===== config.mk =====
export PLATFORM = sky130hd
export DESIGN_NAME = winner_screen_ctrl
export DESIGN_NICKNAME = d
export VERILOG_FILES = /design/src/rtl/winner_screen_ctrl_pkg.sv /design/src/rtl/winner_screen_ctrl_rise_edge_det.sv /design/src/rtl/winner_screen_ctrl.sv
export SDC_FILE = /design/constraint.sdc
export NUM_CORES = 1
export LEC_CHECK = 0
export CAP_MARGIN = 20
export CORE_AREA = 2 2 76 78
export CTS_BUF_LIST = sky130_fd_sc_hd__clkbuf_16
export DETAILED_ROUTE_END_ITERATION = 10
export DIE_AREA = 0 0 78 80
export GPL_TIMING_DRIVEN = 1
export HOLD_SLACK_MARGIN = 0.1
export PLACE_DENSITY = 0.86
export SLEW_MARGIN = 15
export SYNTH_ARGS = -nofsm -noshare
export SYNTH_HDL_FRONTEND = slang
export SYNTH_SLANG_ARGS = --single-unit

===== constraint.sdc =====
create_clock -name i_pclk -period 4.16 [get_ports i_pclk]
set_clock_uncertainty 0.1 [all_clocks]
set_input_delay 0.416 -clock i_pclk [delete_from_list [all_inputs] [get_ports i_pclk]]
set_output_delay 0.416 -clock i_pclk [all_outputs]
set_load 0.01 [all_outputs]

===== src/rtl/winner_screen_ctrl_pkg.sv =====
// Shared definitions for the end-of-round winner screen:
// result codes seen by the text drawer and the controller state encoding.
package winner_screen_ctrl_pkg;

   typedef enum logic [1:0] {
      ST_IDLE    = 2'd0,
      ST_SETTLE  = 2'd1,
      ST_SHOW    = 2'd2,
      ST_RESTART = 2'd3
   } state_e;

   localparam logic [1:0] WIN_NONE    = 2'b00;
   localparam logic [1:0] WIN_BOMBER1 = 2'b01;
   localparam logic [1:0] WIN_BOMBER2 = 2'b10;
   localparam logic [1:0] WIN_DRAW    = 2'b11;

   // The survivor wins: a dead bomber2 alone means bomber1 takes the round.
   function automatic logic [1:0] result_code(
      input logic d1,
      input logic d2
   );
      logic [1:0] code;
      code = WIN_NONE;
      if (d1 && d2) begin
         code = WIN_DRAW;
      end else if (d2) begin
         code = WIN_BOMBER1;
      end else if (d1) begin
         code = WIN_BOMBER2;
      end
      return code;
   endfunction

endpackage


===== src/rtl/winner_screen_ctrl_rise_edge_det.sv =====
// Registered rising-edge detector; an input already high out of reset
// is not an edge until it has been seen low at least once.
module rise_edge_det
   import winner_screen_ctrl_pkg::*;
(
   input  logic i_pclk,
   input  logic i_rst,
   input  logic i_sig,
   output logic o_pulse
);

   logic prev_q;
   logic armed_q;
   logic pulse_q;

   always_ff @(posedge i_pclk) begin
      if (i_rst) begin
         prev_q  <= 1'b0;
         armed_q <= 1'b0;
         pulse_q <= 1'b0;
      end else begin
         prev_q  <= i_sig;
         armed_q <= armed_q | ~i_sig;
         pulse_q <= i_sig & ~prev_q & armed_q;
      end
   end

   assign o_pulse = pulse_q;

endmodule


===== src/rtl/winner_screen_ctrl.sv =====
// Freezes the game after a death, decides the winner over a few frames,
// blinks the result and issues a one-cycle restart on timeout or ack.
module winner_screen_ctrl
   import winner_screen_ctrl_pkg::*;
#(
   parameter int unsigned SETTLE_FRAMES = 2,
   parameter int unsigned SHOW_FRAMES   = 300,
   parameter int unsigned BLINK_FRAMES  = 30
) (
   input  logic       i_pclk,
   input  logic       i_rst,
   input  logic       i_vsync,
   input  logic       i_game_active,
   input  logic       i_bomber1_dead,
   input  logic       i_bomber2_dead,
   input  logic       i_ack,
   output logic [1:0] o_winner,
   output logic       o_text_visible,
   output logic       o_game_freeze,
   output logic       o_restart
);

   localparam logic [7:0]  SETTLE_N = 8'(SETTLE_FRAMES);
   localparam logic [15:0] SHOW_N   = 16'(SHOW_FRAMES);
   localparam logic [15:0] BLINK_N  = 16'(BLINK_FRAMES);

   logic tick;
   logic ack_edge;

   state_e      state_q, state_d;
   logic        d1_q, d1_d;
   logic        d2_q, d2_d;
   logic [7:0]  settle_q, settle_d;
   logic [15:0] show_q, show_d;
   logic [15:0] blink_q, blink_d;
   logic        blink_tog;

   logic [1:0]  winner_q, winner_d;
   logic        vis_q, vis_d;
   logic        freeze_q, freeze_d;
   logic        restart_q, restart_d;

   logic [7:0]  settle_inc;
   logic [15:0] show_inc;
   logic [15:0] blink_inc;

   assign settle_inc = settle_q + 8'd1;
   assign show_inc   = show_q + 16'd1;
   assign blink_inc  = blink_q + 16'd1;

   rise_edge_det u_vs_edge (
      .i_pclk  (i_pclk),
      .i_rst   (i_rst),
      .i_sig   (i_vsync),
      .o_pulse (tick)
   );

   rise_edge_det u_ack_edge (
      .i_pclk  (i_pclk),
      .i_rst   (i_rst),
      .i_sig   (i_ack),
      .o_pulse (ack_edge)
   );

   always_ff @(posedge i_pclk) begin
      if (i_rst) begin
         state_q   <= ST_IDLE;
         d1_q      <= 1'b0;
         d2_q      <= 1'b0;
         settle_q  <= 8'd0;
         show_q    <= 16'd0;
         blink_q   <= 16'd0;
         winner_q  <= WIN_NONE;
         vis_q     <= 1'b0;
         freeze_q  <= 1'b0;
         restart_q <= 1'b0;
      end else begin
         state_q   <= state_d;
         d1_q      <= d1_d;
         d2_q      <= d2_d;
         settle_q  <= settle_d;
         show_q    <= show_d;
         blink_q   <= blink_d;
         winner_q  <= winner_d;
         vis_q     <= vis_d;
         freeze_q  <= freeze_d;
         restart_q <= restart_d;
      end
   end

   always_comb begin
      state_d   = state_q;
      d1_d      = d1_q;
      d2_d      = d2_q;
      settle_d  = settle_q;
      show_d    = show_q;
      blink_d   = blink_q;
      blink_tog = 1'b0;
      unique case (state_q)
         ST_IDLE: begin
            d1_d     = 1'b0;
            d2_d     = 1'b0;
            settle_d = 8'd0;
            show_d   = 16'd0;
            blink_d  = 16'd0;
            if (i_game_active && (i_bomber1_dead || i_bomber2_dead)) begin
               state_d = ST_SETTLE;
               d1_d    = i_bomber1_dead;
               d2_d    = i_bomber2_dead;
            end
         end
         ST_SETTLE: begin
            d1_d = d1_q | i_bomber1_dead;
            d2_d = d2_q | i_bomber2_dead;
            if (tick) begin
               if (settle_inc == SETTLE_N) begin
                  state_d  = ST_SHOW;
                  settle_d = 8'd0;
                  show_d   = 16'd0;
                  blink_d  = 16'd0;
               end else begin
                  settle_d = settle_inc;
               end
            end
         end
         ST_SHOW: begin
            if (tick) begin
               show_d = show_inc;
               if (blink_inc == BLINK_N) begin
                  blink_d   = 16'd0;
                  blink_tog = 1'b1;
               end else begin
                  blink_d = blink_inc;
               end
            end
            // Timeout and ack in the same cycle collapse into one restart.
            if ((tick && show_inc == SHOW_N) || ack_edge) begin
               state_d = ST_RESTART;
            end
         end
         ST_RESTART: begin
            state_d = ST_IDLE;
            d1_d    = 1'b0;
            d2_d    = 1'b0;
            show_d  = 16'd0;
            blink_d = 16'd0;
         end
         default: begin
            state_d = ST_IDLE;
         end
      endcase
   end

   always_comb begin
      winner_d  = winner_q;
      vis_d     = 1'b0;
      freeze_d  = (state_d != ST_IDLE);
      restart_d = (state_d == ST_RESTART);
      if (state_d == ST_IDLE) begin
         winner_d = WIN_NONE;
      end else if (state_q == ST_SETTLE && state_d == ST_SHOW) begin
         winner_d = result_code(d1_d, d2_d);
      end
      if (state_d == ST_SHOW) begin
         vis_d = (state_q == ST_SHOW) ? (vis_q ^ blink_tog) : 1'b1;
      end
   end

   assign o_winner       = winner_q;
   assign o_text_visible = vis_q;
   assign o_game_freeze  = freeze_q;
   assign o_restart      = restart_q;

endmodule


==> Word level (Yosys, flattened, before mapping) <==
Cells that the tools add are included.
{ "word_totals": {"regBits": 55, "latch_bits": 0, "mem_bits_rw": 0, "mem_bits_ro": 0, "input_bits": 7, "output_inout_bits": 5, "elab_cells": 85, "memories": 0} }
{ "classes": {"n_addsub": 3, "n_mul": 0, "div": 0, "order_cmp": 0, "n_eq_ne": 11, "shift": 0, "muxes": 26, "bitwise_logic": 14, "n_reduce_logical": 15} }
{ "ops": {"columns": ["operator", "n"], "rows": [
  ["$pmux 16 s3", 2],
  ["$mux 16", 5],
  ["$add 16x1->16 const B", 2],
  ["$eq 16x5->1 const B", 1],
  ["$eq 16x9->1 const B", 1],
  ["$mux 8", 2],
  ["$pmux 8 s2", 1],
  ["$mux 2", 7],
  ["$add 8x1->8 const B", 1],
  ["$eq 2x2->1 const B", 4],
  ["$eq 8x2->1 const B", 1],
  ["$pmux 2 s4", 1],
  ["$mux 1", 6],
  ["$pmux 1 s3", 2],
  ["$reduce_or 2->1", 3],
  ["$not 1->1", 5],
  ["$and 1x1->1", 4],
  ["$logic_and 1x1->1", 4],
  ["$logic_not 2->1", 2],
  ["$ne 2x1->1 const B", 2],
  ["$or 1x1->1", 4],
  ["$reduce_bool 2->1", 2],
  ["$reduce_and 3->1", 1],
  ["$eq 2x1->1 const B", 1],
  ["other kinds (4)", 5]
]} }

==> Logic depth before layout (Yosys ltp) <==
{ "depth": {"ltp_word": 9, "ltp_mapped": 9, "ltp_nobuf": 8} }

==> Hierarchy <==
A second synthesis with hierarchy kept.
{ "unflattened": {"hier_cells": 403, "hier_area_um2": 3146.8} }
{ "by_module_without_submodules": {"columns": ["mod", "n_inst", "cells_each", "area_per_inst_um2", "seq_area_each_um2"], "rows": [
  ["winner_screen_ctrl", 1, 389, 2956.6, 980.9],
  ["rise_edge_det", 2, 7, 95.1, 60.1]
]} }

==> Worst setup path after synthesis <==
Ideal clock, no wire load.
{ "synth_path": {"path_type": "register -> register", "from": "reg blink_q[0]", "to": "reg vis_q, in the netlist o_text_visible", "arrival_time_ns": 2.301, "slack_ns": 1.642, "stages_incl_launch_ff": 9, "n_path_buf": 0, "cell_sequence": "dfxtp_1 ha_1 nand3_2 nor4_4 mux2_4 a221oi_4 nand3_1 xnor2_1 o211a_1"} }
{ "synth_via": {"elab_chain_cells": 7} }
{ "synth_rtl": {"columns": ["element", "line_no", "rtl"], "rows": [
  ["start, declared", "winner_screen_ctrl.sv:35", "logic [15:0] blink_q, blink_d;"],
  ["start signal, assigned", "winner_screen_ctrl.sv:83", "blink_q <= blink_d;"],
  ["$add 16x1->16", "winner_screen_ctrl.sv:49", "assign blink_inc = blink_q + 16'd1;"],
  ["$eq 16x5->1", "winner_screen_ctrl.sv:129", "if (blink_inc == BLINK_N) begin"],
  ["$mux 1", "winner_screen_ctrl.sv:129", null],
  ["$mux 1", "winner_screen_ctrl.sv:127", "if (tick) begin"],
  ["$mux 1", "winner_screen_ctrl.sv:99", "unique case (state_q)"],
  ["$xor 1x1->1", "winner_screen_ctrl.sv:165", "vis_d = (state_q == ST_SHOW) ? (vis_q ^ blink_tog) : 1'b1;"],
  ["$mux 1", "winner_screen_ctrl.sv:165", null],
  ["end signal, assigned", "winner_screen_ctrl.sv:85", "vis_q <= vis_d;"],
  ["end, declared", "winner_screen_ctrl.sv:39", "logic vis_q, vis_d;"]
]} }
Every way passes these cells.
A chain may end at the register's enable or synchronous reset.

==> Final worst setup path <==
{ "layout_path": {"from": "reg blink_q[0]", "to": "reg blink_q[4]"} }
{ "layout_via": {"elab_chain_cells": 5} }
{ "layout_rtl": {"columns": ["element", "line_no"], "rows": [
  ["$add 16x1->16 (*)", "winner_screen_ctrl.sv:49"],
  ["$eq 16x5->1", "winner_screen_ctrl.sv:129"],
  ["$mux 16 (*)", "winner_screen_ctrl.sv:129"],
  ["$mux 16 (*)", "winner_screen_ctrl.sv:127"],
  ["$pmux 16 s3 (*)", "winner_screen_ctrl.sv:99"]
]} }
Mark *: on every way between the ends. The rest lies on a longest branch, timed or not. The select of a mux whose other input is x is not followed.

==> key figures <==
Setup path
  • Nature of the critical path endpoint: flip-flop
  • CP required: 4.24 ns
  • Critical path peak fanout: 8
  • Crit path kind: flip-flop to flip-flop
  • Crit path launch type: flip-flop
  • Data arrival, critical path: 2.84 ns

Die
  • Starting Density: 58.6%
  • CORE AREA: 0.00541 sq mm
  • Rows: 27
  • Die W: 78 um
  • Die area: 0.00624 sq mm
  • I/O Pins: 12
  • Die Y: 80 um

Logic synthesis
  • Cell Area, Synth: 0.00317 sq mm
  • Yosys top cell by area: dfxtp_1
  • Top FF cell, synth: dfxtp_1
  • Top-count cell post-synth: dfxtp_1
  • List of most frequent post-synthesis cells: 55 x dfxtp_1, 54 x nand2_1, 51 x nor2_1
  • Post-synth ARST share: 0%
  • Synthesis Warnings: 0
  • Syn nets: 424
  • Distinct cells, synth: 59
  • Seq/Total Area, Yosys: 34.8%
  • EDFF count, synth: 0
  • Area share of the largest cell type after synthesis: 34.8%
  • Top cells by area, synth: dfxtp_1 35%, nand2_1 6.4%, nor2_1 6.0%
  • Synthesized flop and latch total: 55
  • Mapped Avg Cell Area: 7.70 sq um
  • Synthesized instance count: 411

Clocking
  • Resize count post-CTS: 0
  • Hold Buf Count CTS: 0
  • Clk_lat worst skew: 0.29 ns
  • Clock buffer count from CTS: 5
  • CTS sink count: 55
  • CTS tree: built
  • Root Buffer: clkbuf_16
  • Setup repair bufs after CTS: 0
  • Clock buffer depth: 2
  • H-Tree Depth: 2
  • Worst-path clk slew: 0.07 ns

STA
  • Final Setup Violations: 0
  • Fin crit period: 2.76 ns
  • Max-slew violation count: 0
  • Fin. Hold Viols: 0
  • Tightest Pin Transition: 0.801 ns
  • FMAX: 0.362 GHz
  • Unrepaired setup endpoints after global routing: false
  • Setup TNS: 0 ns
  • Hold slack: 0.300 ns
  • Slew headroom: 46.1%
  • Period utilisation layout: 66.3%

Route
  • Drt initial violations: 203
  • DRC violations left: 0
  • Total number of vias: 2989
  • WL final: 7.01 mm
  • First-pass DRT Iterations: 4
  • Wire per inst: 14.4 um
  • Via density per instance: 6.15
  • Antenna viol nets, final: 0

GRT
  • Total Routing Usage GR: 24.2%
  • Final global-route overflow total: 0
  • First-pass GRT wire length: 12.3 mm
  • Largest net degree at the start of global routing: 36
  • Initial antenna violation count: 0
  • Vias in the first global route: 2739

Pwr
  • Logic pwr share: 5.1%
  • Pint: 0.770 mW
  • Seq pwr share: 54.5%
  • Leak: 1.23 nW
  • Sw Pwr: 0.218 mW
  • Clock power frac: 40.4%
  • Maximum VDD drop: 0.000210 V
  • Sw frac: 22.1%
  • PwrDens: 287 mW/mm^2

Finish
  • P&R area growth vs syn: 8.81%
  • Total Nets Final: 426
  • Share of layout cells above drive strength 1: 8.21%
  • Ant diodes: 0

Place
  • Port Buffers: 11
  • Gpl congestion: 0.905
  • Hpwl dp: 4.85 mm

Run
  • Max-cap viol count: 0

Hold path
  • HP Class: flip-flop to flip-flop

Status
  • Status: finished clean
==> critical path, cell delays in order, from the launching register on <==
cell and delay (ns):
dfxtp_1 0.48, ha_1 0.31, nand3_2 0.18, nor4_4 0.37, mux2_4 0.35, a221oi_4 0.35, a21oi_4 0.14, and3_1 0.22
o21bai_1 0.14
==> registers in the layout (all words and copies together) (netlist names) <==
signal	flops
u_vs_edge.prev_q	1
blink_q	16
o_winner	2
u_vs_edge.o_pulse	1
u_ack_edge.prev_q	1
o_text_visible	1
u_vs_edge.armed_q	1
u_ack_edge.armed_q	1
settle_q	8
show_q	16
state_q	2
o_game_freeze	1
u_ack_edge.o_pulse	1
d1_q	1
o_restart	1
d2_q	1
==> stage by stage <==
stage | util [%] | cell area [sq um] | setup WS [ns] | std cells | power [mW]
floorplan | - | 3170 | 1.64 | 411 | 0.580
global placement | 61.2 | 3310 | 1.51 | 478 | 0.599
detailed placement | 61.2 | 3310 | 1.44 | 478 | 0.600
CTS | 63.7 | 3440 | 1.41 | 486 | 0.992
global route | 63.7 | 3440 | 1.23 | 486 | 1.02
finish | 63.7 | 3440 | 1.40 | 486 | 0.988
==> cells in the final DEF (no fill, tap or decap), types with 5 or more instances in the layout <==
master	instances
dfxtp_1	55
nand2_1	54
nor2_1	51
o21ai_0	36
a21oi_1	30
nor3_1	15
nand3_1	15
inv_1	14
nand4_1	11
clkdlybuf4s50_1	11
nor2b_1	10
a31oi_1	8
a311oi_1	8
ha_1	6
or3_1	5
and3_1	5
clkbuf_16	5
buf_4	5
==> metal layers <==
metal	routed length [um]	GRT usage (%)
met5	0	0
met4	64	8.77
met3	377	3.62
met2	3330	41.1
met1	3240	31.1
==> final timing paths <==
| kind | startpoint | to | slack, ns | cells past startpoint |
|---|---|---|---|---|
| min reg2reg | u_vs_edge.prev_q | u_vs_edge.o_pulse | 0.30 | 1 |
| min | u_vs_edge.prev_q | u_vs_edge.o_pulse | 0.30 | 1 |
| max reg2reg | blink_q[0] | blink_q[4] | 1.40 | 8 |
| max | blink_q[0] | blink_q[4] | 1.40 | 8 |
==> logic make-up (layout without fill, tap and decap cells) <==
family	after synthesis	in the layout	share of synthesized area, %
buffers and inverters	33	36	4.47
and+or+nand+nor	201	201	34.0
xor gates and xnor gates	7	7	1.94
AOI/OAI and AO/OA	106	106	21.3
DFF	55	55	34.8
muxes	3	3	1.11
adders and majority gates	6	6	2.37
==> power by group through the flow <==
stage / logic (mW) / registers [mW] / clock network, mW
3_5_place_dp: 0.0506 / 0.550 / 0
6_report: 0.0509 / 0.538 / 0.399
2_1_floorplan: 0.0332 / 0.547 / 0
4_1_cts: 0.0508 / 0.538 / 0.404
5_1_grt: 0.0567 / 0.539 / 0.424
3_3_place_gp: 0.0494 / 0.549 / 0
==> final cells by class <==
type	count	area [sq um]
inverters	12	45.0
fillers	468	1960
clock buffers	5	125
multi-input cells	323	1920
clock inverters	3	12.5
repair buffers	16	148
well taps	72	90.1
flip-flops and latches	55	1100
Power figures use the tool's default switching activity.
